==> src/rtl/vdma_wr_burst.sv <==
// VDMA write-side AXI burst engine: turns upstream beat requests
// into AW/W/B bursts fed from a show-ahead FIFO.
module vdma_wr_burst #(
  parameter int ADDR_WIDTH = 32,
  parameter int DATA_WIDTH = 64,
  parameter int LSIZE      = 9,
  parameter int MAX_BURST  = 256
) (
  input  logic                    clock,
  input  logic                    rst_n,
  input  logic                    frame_start,
  input  logic [ADDR_WIDTH-1:0]   frame_base,
  input  logic                    burst_req,
  input  logic                    tail_req,
  input  logic [LSIZE-1:0]        req_len,
  output logic                    resp,
  output logic                    done,
  input  logic [DATA_WIDTH-1:0]   fifo_rdata,
  input  logic                    fifo_empty,
  output logic                    fifo_rd_en,
  output logic [ADDR_WIDTH-1:0]   awaddr,
  output logic [7:0]              awlen,
  output logic [2:0]              awsize,
  output logic [1:0]              awburst,
  output logic                    awvalid,
  input  logic                    awready,
  output logic [DATA_WIDTH-1:0]   wdata,
  output logic [DATA_WIDTH/8-1:0] wstrb,
  output logic                    wlast,
  output logic                    wvalid,
  input  logic                    wready,
  input  logic [1:0]              bresp,
  input  logic                    bvalid,
  output logic                    bready,
  output logic                    err
);

  localparam int BYTES = DATA_WIDTH / 8;
  localparam int SZ    = $clog2(BYTES);
  localparam int BW    = $clog2(MAX_BURST + 1);

  typedef enum logic [2:0] {
    S_IDLE,
    S_AW,
    S_W,
    S_B,
    S_DONE
  } state_t;

  state_t state, state_nxt;

  logic [ADDR_WIDTH-1:0] cur_addr;
  logic [ADDR_WIDTH-1:0] addr_nxt;
  logic [LSIZE-1:0]      remaining;
  logic [LSIZE-1:0]      rem_nxt;
  logic [LSIZE-1:0]      len_src;
  logic [BW-1:0]         beats;
  logic [BW-1:0]         beats_nxt;
  logic [BW-1:0]         cnt;
  logic                  fs_pend;
  logic                  fs_hit;
  logic                  take;
  logic                  ld_aw;
  logic                  aw_hs;
  logic                  w_hs;
  logic                  b_hs;

  function automatic logic [BW-1:0] clip(
    input logic [LSIZE-1:0] n
  );
    if (32'(n) > MAX_BURST)
      return BW'(MAX_BURST);
    return BW'(n);
  endfunction

  // A pending frame reload always wins over a waiting request
  assign fs_hit = (state == S_IDLE) &&
                  (frame_start || fs_pend);
  assign take   = (state == S_IDLE) && !fs_hit &&
                  (burst_req || tail_req);

  assign aw_hs = awvalid && awready;
  assign w_hs  = wvalid && wready;
  assign b_hs  = bready && bvalid;

  assign rem_nxt   = remaining - LSIZE'(beats);
  assign addr_nxt  = cur_addr +
                     (ADDR_WIDTH'(beats) << SZ);
  assign len_src   = take ? req_len : rem_nxt;
  assign beats_nxt = clip(len_src);

  assign ld_aw = (take && (req_len != '0)) ||
                 (b_hs && (rem_nxt != '0));

  assign wvalid     = (state == S_W) && !fifo_empty;
  assign fifo_rd_en = w_hs;
  assign wdata      = fifo_rdata;
  assign wstrb      = '1;
  assign awsize     = 3'(SZ);
  assign awburst    = 2'b01;

  always_ff @(posedge clock or negedge rst_n) begin
    if (!rst_n)
      state <= S_IDLE;
    else
      state <= state_nxt;
  end

  always_comb begin
    state_nxt = state;
    unique case (state)
      S_IDLE:
        if (take)
          state_nxt = (req_len == '0) ? S_DONE : S_AW;
      S_AW:
        if (aw_hs)
          state_nxt = S_W;
      S_W:
        if (w_hs && wlast)
          state_nxt = S_B;
      S_B:
        if (b_hs)
          state_nxt = (rem_nxt == '0) ? S_DONE : S_AW;
      S_DONE:
        state_nxt = S_IDLE;
      default:
        state_nxt = S_IDLE;
    endcase
  end

  always_ff @(posedge clock or negedge rst_n) begin
    if (!rst_n) begin
      cur_addr  <= '0;
      remaining <= '0;
      beats     <= '0;
      cnt       <= '0;
      fs_pend   <= 1'b0;
      resp      <= 1'b0;
      done      <= 1'b0;
      awvalid   <= 1'b0;
      awaddr    <= '0;
      awlen     <= '0;
      wlast     <= 1'b0;
      bready    <= 1'b0;
      err       <= 1'b0;
    end else begin
      resp <= take;
      done <= (state_nxt == S_DONE);

      if (fs_hit)
        fs_pend <= 1'b0;
      else if (frame_start)
        fs_pend <= 1'b1;

      if (fs_hit) begin
        cur_addr <= frame_base;
        err      <= 1'b0;
      end

      if (take)
        remaining <= req_len;

      if (ld_aw) begin
        awvalid <= 1'b1;
        awaddr  <= take ? cur_addr : addr_nxt;
        awlen   <= 8'(beats_nxt - 1'b1);
        beats   <= beats_nxt;
      end else if (aw_hs) begin
        awvalid <= 1'b0;
      end

      // wlast is staged one beat ahead of the final handshake
      if (aw_hs) begin
        cnt   <= '0;
        wlast <= (beats == BW'(1));
      end else if (w_hs) begin
        cnt   <= cnt + 1'b1;
        wlast <= ({1'b0, cnt} + 2'd2) == {1'b0, beats};
      end

      if (w_hs && wlast)
        bready <= 1'b1;
      else if (b_hs)
        bready <= 1'b0;

      if (b_hs) begin
        cur_addr  <= addr_nxt;
        remaining <= rem_nxt;
        if (bresp != 2'b00)
          err <= 1'b1;
      end
    end
  end

endmodule

==> config.mk <==
export PLATFORM = sky130hd
export DESIGN_NAME = vdma_wr_burst
export DESIGN_NICKNAME = d
export VERILOG_FILES = /design/src/rtl/vdma_wr_burst.sv
export SDC_FILE = /design/constraint.sdc
export NUM_CORES = 1
export LEC_CHECK = 0
export CELL_PAD_IN_SITES_DETAIL_PLACEMENT = 0
export CELL_PAD_IN_SITES_GLOBAL_PLACEMENT = 1
export CORE_AREA = 5 5 129 131
export CTS_BUF_LIST = sky130_fd_sc_hd__clkbuf_16
export CTS_CLUSTER_SIZE = 30
export DETAILED_ROUTE_END_ITERATION = 8
export DIE_AREA = 0 0 134 136
export DONT_BUFFER_PORTS = 1
export GPL_TIMING_DRIVEN = 0
export PLACE_DENSITY = 0.84
export SETUP_SLACK_MARGIN = 0.3
export SKIP_LAST_GASP = 1
export SLEW_MARGIN = 15
export SYNTH_ARGS = -nofsm -noshare
export SYNTH_HDL_FRONTEND = slang
export SYNTH_SLANG_ARGS = --single-unit
==> constraint.sdc <==
create_clock -name clock -period 4.5 [get_ports clock]
set_input_delay 0.225 -clock clock [delete_from_list [all_inputs] [get_ports clock]]
set_output_delay 0.225 -clock clock [all_outputs]
set_load 0.005 [all_outputs]
==> results.txt <==
The adder-cell share of the synthesized area came out at 0.0408. The number of enable-type register cells in the synthesized netlist came out at 0. The number of DRC violations after detailed-routing iteration 0 came out at 414.

After global routing the overflow that remains totals 0. The die outline area is 18200 um2. The synthesis-to-finish area growth is 9.06%. In the global route stage, overall resource usage came out at 0.219. The worst setup path is launched from a register. In the layout the commonest cells are sky130_fd_sc_hd__nand2_1 (124), sky130_fd_sc_hd__dfrtp_1 (109), sky130_fd_sc_hd__buf_4 (81). The number of top-level pins came out at 241.

Overall power consumption after layout is estimated at 0.00564 W. The die height is 136 um. The via density per instance came out at 5.68. The number of antenna cells inserted came out at 0. The effective utilization at floorplan is 0.459. The via count of the first global-routing pass came out at 5620. The final layout contains 993 nets. Counting along the longest clock path gives a buffer depth of 2. The instance count of the mapped netlist is 825. The signal arrival time at the worst endpoint is 4.09 ns. Adding up every negative setup slack in the final design gives 0 ns. The cell area after layout is 7750 um2. The yosys synthesis warning count came out at 0. After filler insertion, the fill cell instance count of the layout stands at 1494. Clock-pin slew was measured on the worst setup and hold paths at 0.07 ns. Data on the critical path is required at its endpoint by 4.72 ns. The clock skew is 0.00703 ns.

In this run, CTS created clock tree buffers numbering 9. For the pin with the worst max-slew slack, the measured transition is 0.913 ns. The commonest non-fill, non-tap cell in the layout is sky130_fd_sc_hd__nand2_1. The first-pass GRT wire length came out at 31.0 mm. TritonCTS built the clock tree. The clock sink count came out at 109. Synthesis inferred 109 register bits. The clock latency on the worst-skew pair came out at 0.36 ns. The leakage power came out at 3.46 nW. After detailed routing, the total wire length is 20.4 mm.

The critical-path maximum fanout is 6. The path class of the tightest hold or removal check is primary input to register. The distinct cell type count after synthesis is 73. VDD sags by at most 0.000272 V. In the routed design, unresolved DRC markers number 0. The time the final worst path needs with I/O delays and setup is 3.87 ns. The top achievable clock speed is 258 MHz. In the final layout, the multi-input gates occupy 3570 um2. The number of max-slew violations in the final report is 0.

The power density relative to cell area is 728 nW/um2. The final count of hold timing violations came out at 0. By startpoint and endpoint, the worst setup path is classified as register to register.

The fraction of synthesis flops using an asynchronous set or reset pin came out at 1.00. In this run the horizontal extent of the chip is 134 um. The area fraction in compound gates after synthesis was 0.176. The per-cell routed wire length came out at 19.4 um. Of the total synthesized cell area, the portion taken by XOR and XNOR cells is 0.0651.

The share of the clock period used by the worst path came out at 0.860. The most used flip-flop cell after synthesis is sky130_fd_sc_hd__dfrtp_1. The final route contains 5973 vias. In this run the number of H-tree levels came out at 3. The max capacitance violation total came out at 0. The count of antenna-violating nets left after detailed routing came out at 0. The fraction of synthesized area in multiplexers came out at 0.0215. The portion of the post-synthesis area used by sequential elements is 0.384. Entering global routing, the biggest net connects 110 pins.

The setup-violating endpoint count in the final report is 0. The combined flip-flop and latch cell area is 2730 um2. The share of synthesized cell area in and, or, nand and nor gates is 0.192.

The floorplan step defined a core boundary enclosing 15500 um2. Setup repair after global routing left no endpoint under its margin. Measured against its own limit, the worst slew margin works out to 0.387. Each instance of the synthesized netlist takes up on average 8.62 um2. The tree is rooted in a sky130_fd_sc_hd__clkbuf_16.

The largest family of logic cells by synthesized area is simple AND/OR/NAND/NOR gates. At the end of routability-driven placement, the weighted congestion stood at 0.890. The number of antenna violations at the first check in global routing was 0. The post-synthesis cell area is 7110 um2. Summed over all nets, the half-perimeter wirelength after detailed placement is 15.2 mm. The first TritonRoute pass finished after 5 iterations. The placed instance area is 7400 um2. The fraction of layout cells with a size suffix above 1 came out at 0.144.

The worst setup path is captured at a register. In this run the tool buffered the top-level ports with 0 buffer cells. The total number of placement rows came out at 46. The run finished with clean final reports.
area by class of cell:
| type | count | share of cell area |
|---|---|---|
| Buffer | 120 | 0.0994 |
| Tap cell | 192 | 0.0310 |
| Sequential cell | 109 | 0.352 |
| Inverter | 22 | 0.0107 |
| Multi-Input combinational cell | 585 | 0.461 |
| Clock buffer | 9 | 0.0290 |
| Clock inverter | 7 | 0.00452 |
| Timing Repair Buffer | 8 | 0.0126 |
power breakdown:
part | total (W) | switching, W | internal [W] | leakage, nW
Sequential | 0.00180 | 0.000417 | 0.00139 | 1.35
Clock | 0.000748 | 0.000379 | 0.000369 | 0.137
Combinational | 0.00309 | 0.00185 | 0.00124 | 1.98
Total | 0.00564 | 0.00265 | 0.00299 | 3.46
final timing paths:
check	start	endpoint	slack (ns)	depth (start not counted)
setup / recovery	beats[0]	awlen[6]	0.63	14
hold / removal	bresp[1]	err	0.01	2
setup reg to reg	beats[0]	awlen[6]	0.63	14
hold reg to reg	cur_addr[2]	cur_addr[2]	0.47	2
max in group asynchronous	rst_n	wlast	3.55	2
min in group asynchronous	rst_n	cur_addr[6]	0.45	2
flip-flops by register name, indices dropped and copies added (netlist names):
register	cells
awaddr	32
cur_addr	32
beats	9
cnt	9
remaining	9
awlen	8
state	3
awvalid	1
bready	1
done	1
err	1
fs_pend	1
resp	1
wlast	1
synthesized netlist by cell type, types with 10 or more instances:
library cell,count,share of area
sky130_fd_sc_hd__clkbuf_1,28,0.015
sky130_fd_sc_hd__and3_1,16,0.014
sky130_fd_sc_hd__nor2_1,68,0.036
sky130_fd_sc_hd__a211oi_1,19,0.020
sky130_fd_sc_hd__ha_1,20,0.035
sky130_fd_sc_hd__inv_1,21,0.011
sky130_fd_sc_hd__xor2_1,26,0.032
sky130_fd_sc_hd__o21a_1,10,0.011
sky130_fd_sc_hd__buf_4,81,0.086
sky130_fd_sc_hd__nand3_1,16,0.011
sky130_fd_sc_hd__dfrtp_1,109,0.38
sky130_fd_sc_hd__nand2_1,124,0.065
sky130_fd_sc_hd__o21ai_1,37,0.026
sky130_fd_sc_hd__a31oi_1,16,0.014
sky130_fd_sc_hd__xnor2_1,25,0.031
sky130_fd_sc_hd__a21oi_1,35,0.025
sky130_fd_sc_hd__nor3_1,19,0.013
sky130_fd_sc_hd__o21ai_0,17,0.012
metrics by stage:
step                      utilization  setup slack, ns  hold slack [ns]  std cells
after floorplan                     -             1.21          -0.0706        836
after global placement          0.477            0.737          -0.0648       1028
after detailed placement        0.478            0.724          -0.0655       1028
after CTS                       0.501            0.688         0.000719       1052
after global routing            0.501            0.426          0.00392       1052
final                           0.501            0.631           0.0109       1052
critical path: stages (launching register included):
cell                        delay [ns]
sky130_fd_sc_hd__dfrtp_1          0.49
sky130_fd_sc_hd__ha_1             0.27
sky130_fd_sc_hd__fa_1             0.43
sky130_fd_sc_hd__nand2b_1         0.21
sky130_fd_sc_hd__a211oi_2         0.36
sky130_fd_sc_hd__nor3_1           0.15
sky130_fd_sc_hd__o2bb2ai_1        0.46
sky130_fd_sc_hd__o21ai_2          0.13
sky130_fd_sc_hd__a21oi_2          0.29
sky130_fd_sc_hd__nand2b_1         0.18
sky130_fd_sc_hd__ha_1             0.25
sky130_fd_sc_hd__o211a_1          0.17
sky130_fd_sc_hd__a31oi_1          0.09
sky130_fd_sc_hd__o22ai_1          0.18
sky130_fd_sc_hd__o21ai_1          0.07
routing by layer:
layer	global-route usage	routed length, um
met5	0	0
met4	0.0669	371
met3	0.0585	1660
met2	0.345	9440
met1	0.296	8890
repair_timing:
item / CTS / global route
hold buffers: 8 / 0
gates resized for setup: 0 / 0
hold endpoints to repair: 115 / 0
buffers inserted: 0 / 0
endpoints found under the setup margin: 0 / 0
cell families (layout without fill, tap and decap cells):
group,count (synthesis),in the layout
xor gates and xnor gates,52,52
DFF,109,109
adders and majority gates,22,22
other,2,13
buffers and inverters,142,166
muxes,14,14
AOI/OAI and AO/OA,188,188
and+or+nand+nor,296,296
(Power assumes the default switching activity.)
